$ cat src/rtl/alarm_sequencer_if.sv
// Handshake bundle between timekeeping core, alarm sequencer and display driver.
// The master side drives time/buttons and observes the alarm status.
interface alarm_sequencer_if #(
  parameter int MAX_SNOOZE = 3
);
  localparam int CW = $clog2(MAX_SNOOZE + 1);

  logic          tick_1s;
  logic [19:0]   clk_time;
  logic [19:0]   alarm_time;
  logic          arm;
  logic          snooze_btn;
  logic          stop_btn;
  logic          alarm;
  logic [1:0]    state;
  logic [CW-1:0] snooze_cnt;

  modport master (
    output tick_1s, clk_time, alarm_time, arm, snooze_btn, stop_btn,
    input  alarm, state, snooze_cnt
  );

  modport slave (
    input  tick_1s, clk_time, alarm_time, arm, snooze_btn, stop_btn,
    output alarm, state, snooze_cnt
  );
endinterface

$ cat src/rtl/alarm_sequencer.sv
// Alarm FSM: compares running time to alarm hh:mm and sequences
// ring / snooze / stop / ring-timeout. All outputs come straight from flops.
module alarm_sequencer #(
  parameter int RING_TIMEOUT_S = 60,
  parameter int SNOOZE_S       = 300,
  parameter int MAX_SNOOZE     = 3
) (
  input  logic               clk,
  input  logic               reset,
  alarm_sequencer_if.slave   bus
);
  localparam int CW   = $clog2(MAX_SNOOZE + 1);
  localparam int SMAX = (RING_TIMEOUT_S > SNOOZE_S) ? RING_TIMEOUT_S : SNOOZE_S;
  localparam int SCW  = $clog2(SMAX + 1);

  localparam logic [1:0] S_DISARMED = 2'd0;
  localparam logic [1:0] S_ARMED    = 2'd1;
  localparam logic [1:0] S_RINGING  = 2'd2;
  localparam logic [1:0] S_SNOOZING = 2'd3;

  logic [1:0]     state_q, state_d;
  logic [CW-1:0]  cnt_q, cnt_d;
  logic [SCW-1:0] sec_q, sec_d;
  logic           alarm_q;
  logic           stop_prev_q, snz_prev_q;

  logic stop_edge, snz_edge, match;

  assign stop_edge = bus.stop_btn & ~stop_prev_q;
  assign snz_edge  = bus.snooze_btn & ~snz_prev_q;
  assign match     = bus.tick_1s
                   & (bus.clk_time[19:7] == bus.alarm_time[19:7])
                   & (bus.clk_time[6:0] == 7'd0);

  always_comb begin
    state_d = state_q;
    cnt_d   = cnt_q;
    sec_d   = sec_q;
    if (!bus.arm) begin
      state_d = S_DISARMED;
      cnt_d   = '0;
      sec_d   = '0;
    end else begin
      case (state_q)
        S_DISARMED: begin
          state_d = S_ARMED;
          sec_d   = '0;
        end
        S_ARMED: begin
          if (match) begin
            state_d = S_RINGING;
            sec_d   = '0;
            cnt_d   = '0;
          end
        end
        S_RINGING: begin
          if (stop_edge) begin
            state_d = S_ARMED;
            cnt_d   = '0;
            sec_d   = '0;
          end else if (snz_edge && (cnt_q < CW'(MAX_SNOOZE))) begin
            state_d = S_SNOOZING;
            cnt_d   = cnt_q + CW'(1);
            sec_d   = '0;
          end else if (bus.tick_1s) begin
            // A snooze press beyond the limit has no effect, so the tick still counts.
            if (sec_q == SCW'(RING_TIMEOUT_S - 1)) begin
              state_d = S_ARMED;
              cnt_d   = '0;
              sec_d   = '0;
            end else begin
              sec_d = sec_q + SCW'(1);
            end
          end
        end
        default: begin
          if (stop_edge) begin
            state_d = S_ARMED;
            cnt_d   = '0;
            sec_d   = '0;
          end else if (bus.tick_1s) begin
            if (sec_q == SCW'(SNOOZE_S - 1)) begin
              state_d = S_RINGING;
              sec_d   = '0;
            end else begin
              sec_d = sec_q + SCW'(1);
            end
          end
        end
      endcase
    end
  end

  always_ff @(posedge clk) begin
    if (reset) begin
      state_q     <= S_DISARMED;
      cnt_q       <= '0;
      sec_q       <= '0;
      alarm_q     <= 1'b0;
      // Held-through-reset buttons must not look like a fresh press.
      stop_prev_q <= 1'b1;
      snz_prev_q  <= 1'b1;
    end else begin
      state_q     <= state_d;
      cnt_q       <= cnt_d;
      sec_q       <= sec_d;
      alarm_q     <= (state_d == S_RINGING);
      stop_prev_q <= bus.stop_btn;
      snz_prev_q  <= bus.snooze_btn;
    end
  end

  assign bus.alarm      = alarm_q;
  assign bus.state      = state_q;
  assign bus.snooze_cnt = cnt_q;
endmodule

$ cat src/flat_wrapper.sv
// flat-port wrapper written by rule: the top's interface ports become plain ports
module alarm_sequencer_flat 
#(
  parameter int RING_TIMEOUT_S = 60,
  parameter int SNOOZE_S       = 300,
  parameter int MAX_SNOOZE     = 3
)
  (clk, reset, bus_tick_1s, bus_clk_time, bus_alarm_time, bus_arm, bus_snooze_btn, bus_stop_btn, bus_alarm, bus_state, bus_snooze_cnt);
  alarm_sequencer_if #(.MAX_SNOOZE(MAX_SNOOZE)) bus_i ();
  input  logic clk;
  input  logic reset;
  input wire logic [$bits(bus_i.tick_1s)-1:0] bus_tick_1s;
  input wire logic [$bits(bus_i.clk_time)-1:0] bus_clk_time;
  input wire logic [$bits(bus_i.alarm_time)-1:0] bus_alarm_time;
  input wire logic [$bits(bus_i.arm)-1:0] bus_arm;
  input wire logic [$bits(bus_i.snooze_btn)-1:0] bus_snooze_btn;
  input wire logic [$bits(bus_i.stop_btn)-1:0] bus_stop_btn;
  output wire logic [$bits(bus_i.alarm)-1:0] bus_alarm;
  output wire logic [$bits(bus_i.state)-1:0] bus_state;
  output wire logic [$bits(bus_i.snooze_cnt)-1:0] bus_snooze_cnt;
  assign bus_i.tick_1s = bus_tick_1s;
  assign bus_i.clk_time = bus_clk_time;
  assign bus_i.alarm_time = bus_alarm_time;
  assign bus_i.arm = bus_arm;
  assign bus_i.snooze_btn = bus_snooze_btn;
  assign bus_i.stop_btn = bus_stop_btn;
  assign bus_alarm = bus_i.alarm;
  assign bus_state = bus_i.state;
  assign bus_snooze_cnt = bus_i.snooze_cnt;
  alarm_sequencer #(.RING_TIMEOUT_S(RING_TIMEOUT_S), .SNOOZE_S(SNOOZE_S), .MAX_SNOOZE(MAX_SNOOZE)) u_core (.clk(clk), .reset(reset), .bus(bus_i));
endmodule
$ cat config.mk
export PLATFORM = sky130hd
export DESIGN_NAME = alarm_sequencer_flat
export DESIGN_NICKNAME = d
export VERILOG_FILES = /design/src/rtl/alarm_sequencer_if.sv /design/src/rtl/alarm_sequencer.sv /design/src/flat_wrapper.sv
export SDC_FILE = /design/constraint.sdc
export NUM_CORES = 1
export LEC_CHECK = 0
export BUFFER_PORTS_ARGS = -buffer_cell sky130_fd_sc_hd__buf_2
export CAP_MARGIN = 30
export CORE_MARGIN = 1
export CORE_UTILIZATION = 35
export DETAILED_ROUTE_END_ITERATION = 16
export RECOVER_POWER = 50
export SLEW_MARGIN = 20
export SYNTH_ARGS = -nofsm -noshare
export SYNTH_HDL_FRONTEND = slang
export SYNTH_SLANG_ARGS = --single-unit
$ cat constraint.sdc
create_clock -name clk -period 2.39 [get_ports clk]
set_input_delay 0.1195 -clock clk [delete_from_list [all_inputs] [get_ports clk]]
set_output_delay 0.1195 -clock clk [all_outputs]
set_load 0.01 [all_outputs]
==> out/qor.txt <==
Outcome = finished, final reports clean
Sequential power share = 48.5%
Detailed-route vias per instance = 5.42
Leading area contributor after synthesis = dfxtp_1
Sw Share = 25.8%
Synthesized instance count = 134
GRT Residual Overflow = 0
Yosys warning count = 0
Largest net degree at the start of global routing = 15
# IOs = 51
Initial DRT Pass Iterations = 7
Minimum setup slack after placement = 0.227 ns
Total nets after synthesis = 186
Insertion delay of the later-clocked pin in the worst-skew pair = 0.30 ns
Final setup violation count = 0
Top cells by area in the synthesized netlist = dfxtp_1, xnor2_1, a32o_2, ha_1, nor2_1
Synthesis-to-layout area growth = 26.1%
Number of endpoints with negative hold slack in the final report = 0
Crit path DAT = 2.37 ns
Number of enable flip-flop cells after synthesis = 0
Pint = 0.416 mW
First-iteration detailed-routing DRC count = 46
Routed Antenna Nets = 0
Antenna violations before repair = 0
Number of buffers added by the clock tree synthesis step = 3
Lkg Pwr = 0.609 nW
Final Net Count = 233
Async SR Flop Fraction = 0%
Clock Tree Root = clkbuf_4
Tcrit/Tclk final = 91.1%
Relative slew slack = 68.9%
H-tree levels = 1
Critical path peak fanout = 9
Hold-fix buffer count after cts = 0
Endpoint class of the critical path = flip-flop
Kind of path behind the tightest hold check = input port to flip-flop
Drt total wl = 2720 um
Maxcap violations = 0
Sum Neg Setup Slack = 0 ns
Average cell area after synthesis = 8.56 um2
Maximum achievable frequency = 459 MHz
Net Switching = 0.144 mW
DRC = 0
Tot GR Track Use = 17.7%
Worst clock skew on the final layout = 0.00855 ns
Post-CTS clock slew at the launch and capture registers of the worst setup and hold paths = 0.11 ns
Row Count = 20
Share of power burned in the clock network = 33.4%
Die width = 59.3 um
Launching element of the worst setup path = u_core.bus.snooze_cnt[0]$_SDFFE_PP0P_
RSZ-0062 raised after global routing = no
Measured slew at the worst slew-check pin = 0.461 ns
Start-to-end type of the worst setup path = flip-flop to flip-flop
Power density relative to cell area = 387 nW/um2
Placer's final routability congestion estimate = 0.831
Number of unique standard cell types used by synthesis = 38
Slack of the worst reg-to-reg path = 0.21 ns
Hold path startpoint = bus_snooze_btn
Critical path startpoint category = flip-flop
Core outline area = 3080 um2
VDD IR-drop max = 0.147 mV
Reg-to-reg startpoint = u_core.bus.snooze_cnt[0]$_SDFFE_PP0P_
Number of global-route vias before repair = 1145
Number of antenna diodes = 0
Count of input and output buffers = 43
Seq cells post-synth = 16
Via count = 1214
Final HPWL DP = 2180 um
Share of cells above drive strength 1 = 32.2%
Commonest cells in the synthesized netlist = dfxtp_1, xnor2_1, nor2_1
Dominant cell by count in the synthesized netlist = dfxtp_1
Starting density of the core = 37.3%
Final Worst Setup Slack = 0.212 ns
CTS tree = done
Pins Over Slew Limit = 0
Total die area = 3510 um2
Req. time, crit path = 2.58 ns
Main flop type after synthesis = dfxtp_1
Post-synthesis sequential area ratio = 27.9%
Area share of the largest cell type after synthesis = 27.9%
Time the final worst path needs with I/O delays and setup = 2.18 ns
Global-route wire length before repair = 4780 um
Synthesized area = 1150 um2
Sinks on Clock Net = 16
Fraction of power consumed by combinational cells = 18.0%
Routed length per instance = 12.1 um
Vertical die dimension = 59.3 um
Clk buf depth = 2
-- timing repair --
item                       4_1_cts  5_1_grt
resized for setup                0        1
setup endpoints to repair        0        1
buffers inserted                 0        0
-- critical path, cell delays in order (launching register included) --
cell and delay [ns]:
dfxtp_1 0.36, ha_1 0.20, nor3b_1 0.34, nand3b_1 0.22
o21ai_0 0.12, a21oi_2 0.42, o21ai_1 0.14, a32o_2 0.28
-- area by class of cell --
| type | count | area [um2] |
|---|---|---|
| clock buffers | 4 | 36.3 |
| fillers | 315 | 1630 |
| inverters | 4 | 15.0 |
| multi-input cells | 112 | 805 |
| flip-flops and latches | 16 | 320 |
| well taps | 44 | 55.1 |
| repair buffers | 44 | 215 |
-- cells by family (layout without fill, tap and decap cells) --
family          after synthesis  in the layout  share of synthesized area, %
fa+ha+maj                     6              6                          6.54
compound gates               33             33                          22.0
simple gates                 60             60                          31.6
buf+inv                       6             52                          1.96
xor+xnor                     13             13                          9.92
flops                        16             16                          27.9
-- routing by layer --
| layer | global-route usage (%) | vias to the layer above | routed length, um |
|---|---|---|---|
| met1 | 22.0 | 553 | 1210 |
| met4 | 7.14 | 0 | 50 |
| met3 | 1.31 | 6 | 131 |
| met5 | 0 | - | 0 |
| met2 | 31.3 | 51 | 1330 |
| li1 | - | 604 | - |
-- power groups by stage --
stage | combinational, mW | clock, mW | sequential, mW
after global routing | 0.112 | 0.206 | 0.272
after detailed placement | 0.102 | 0 | 0.278
after CTS | 0.102 | 0.193 | 0.272
after floorplan | 0.0535 | 0 | 0.278
final | 0.101 | 0.187 | 0.272
after global placement | 0.0992 | 0 | 0.278
-- stage by stage --
| stage | utilization [%] | cell area, um2 | total power [mW] | hold WS, ns | std cells |
|---|---|---|---|---|---|
| after floorplan | - | 1150 | 0.331 | 0.191 | 134 |
| after global placement | 46.1 | 1420 | 0.377 | 0.318 | 220 |
| after detailed placement | 46.1 | 1420 | 0.380 | 0.322 | 220 |
| after CTS | 47.2 | 1450 | 0.567 | 0.00961 | 224 |
| after global routing | 47.0 | 1450 | 0.591 | 0.0172 | 224 |
| final | 47.0 | 1450 | 0.560 | 0.00992 | 224 |
-- worst paths after layout --
| kind | end | depth (start not counted) |
|---|---|---|
| max | u_core.sec_q[4]$_SDFFE_PP0P_ | 7 |
| min reg2reg | u_core.sec_q[1]$_SDFFE_PP0P_ | 2 |
| min | u_core.snz_prev_q$_SDFF_PP1_ | 2 |
| max reg2reg | u_core.sec_q[4]$_SDFFE_PP0P_ | 7 |
-- cell usage in the layout (no fill, tap or decap), drive strengths merged --
master,count
nand3,6
a32o,7
nor4bb,1
and2,1
nand3b,1
nand4,4
clkbuf,10
or2,2
nor4,2
nor3,5
and3,3
o32ai,1
nor2b,5
o311a,1
nand4b,1
a21oi,3
o2bb2ai,1
nand2,7
xnor2,13
ha,6
buf,38
or3,2
o31ai,2
nor2,11
inv,4
o21ai,11
dfxtp,16
nor4b,1
o31a,1
nor3b,4
nand2b,3
a31oi,2
or4,1
o211ai,2
o41ai,2
-- state kept, by name (all words and copies together), names as in the netlist --
signal,flops
u_core.bus.state,2
u_core.snz_prev_q,1
u_core.bus.alarm,1
u_core.sec_q,9
u_core.bus.snooze_cnt,2
u_core.stop_prev_q,1
(Power assumes the default switching activity.)
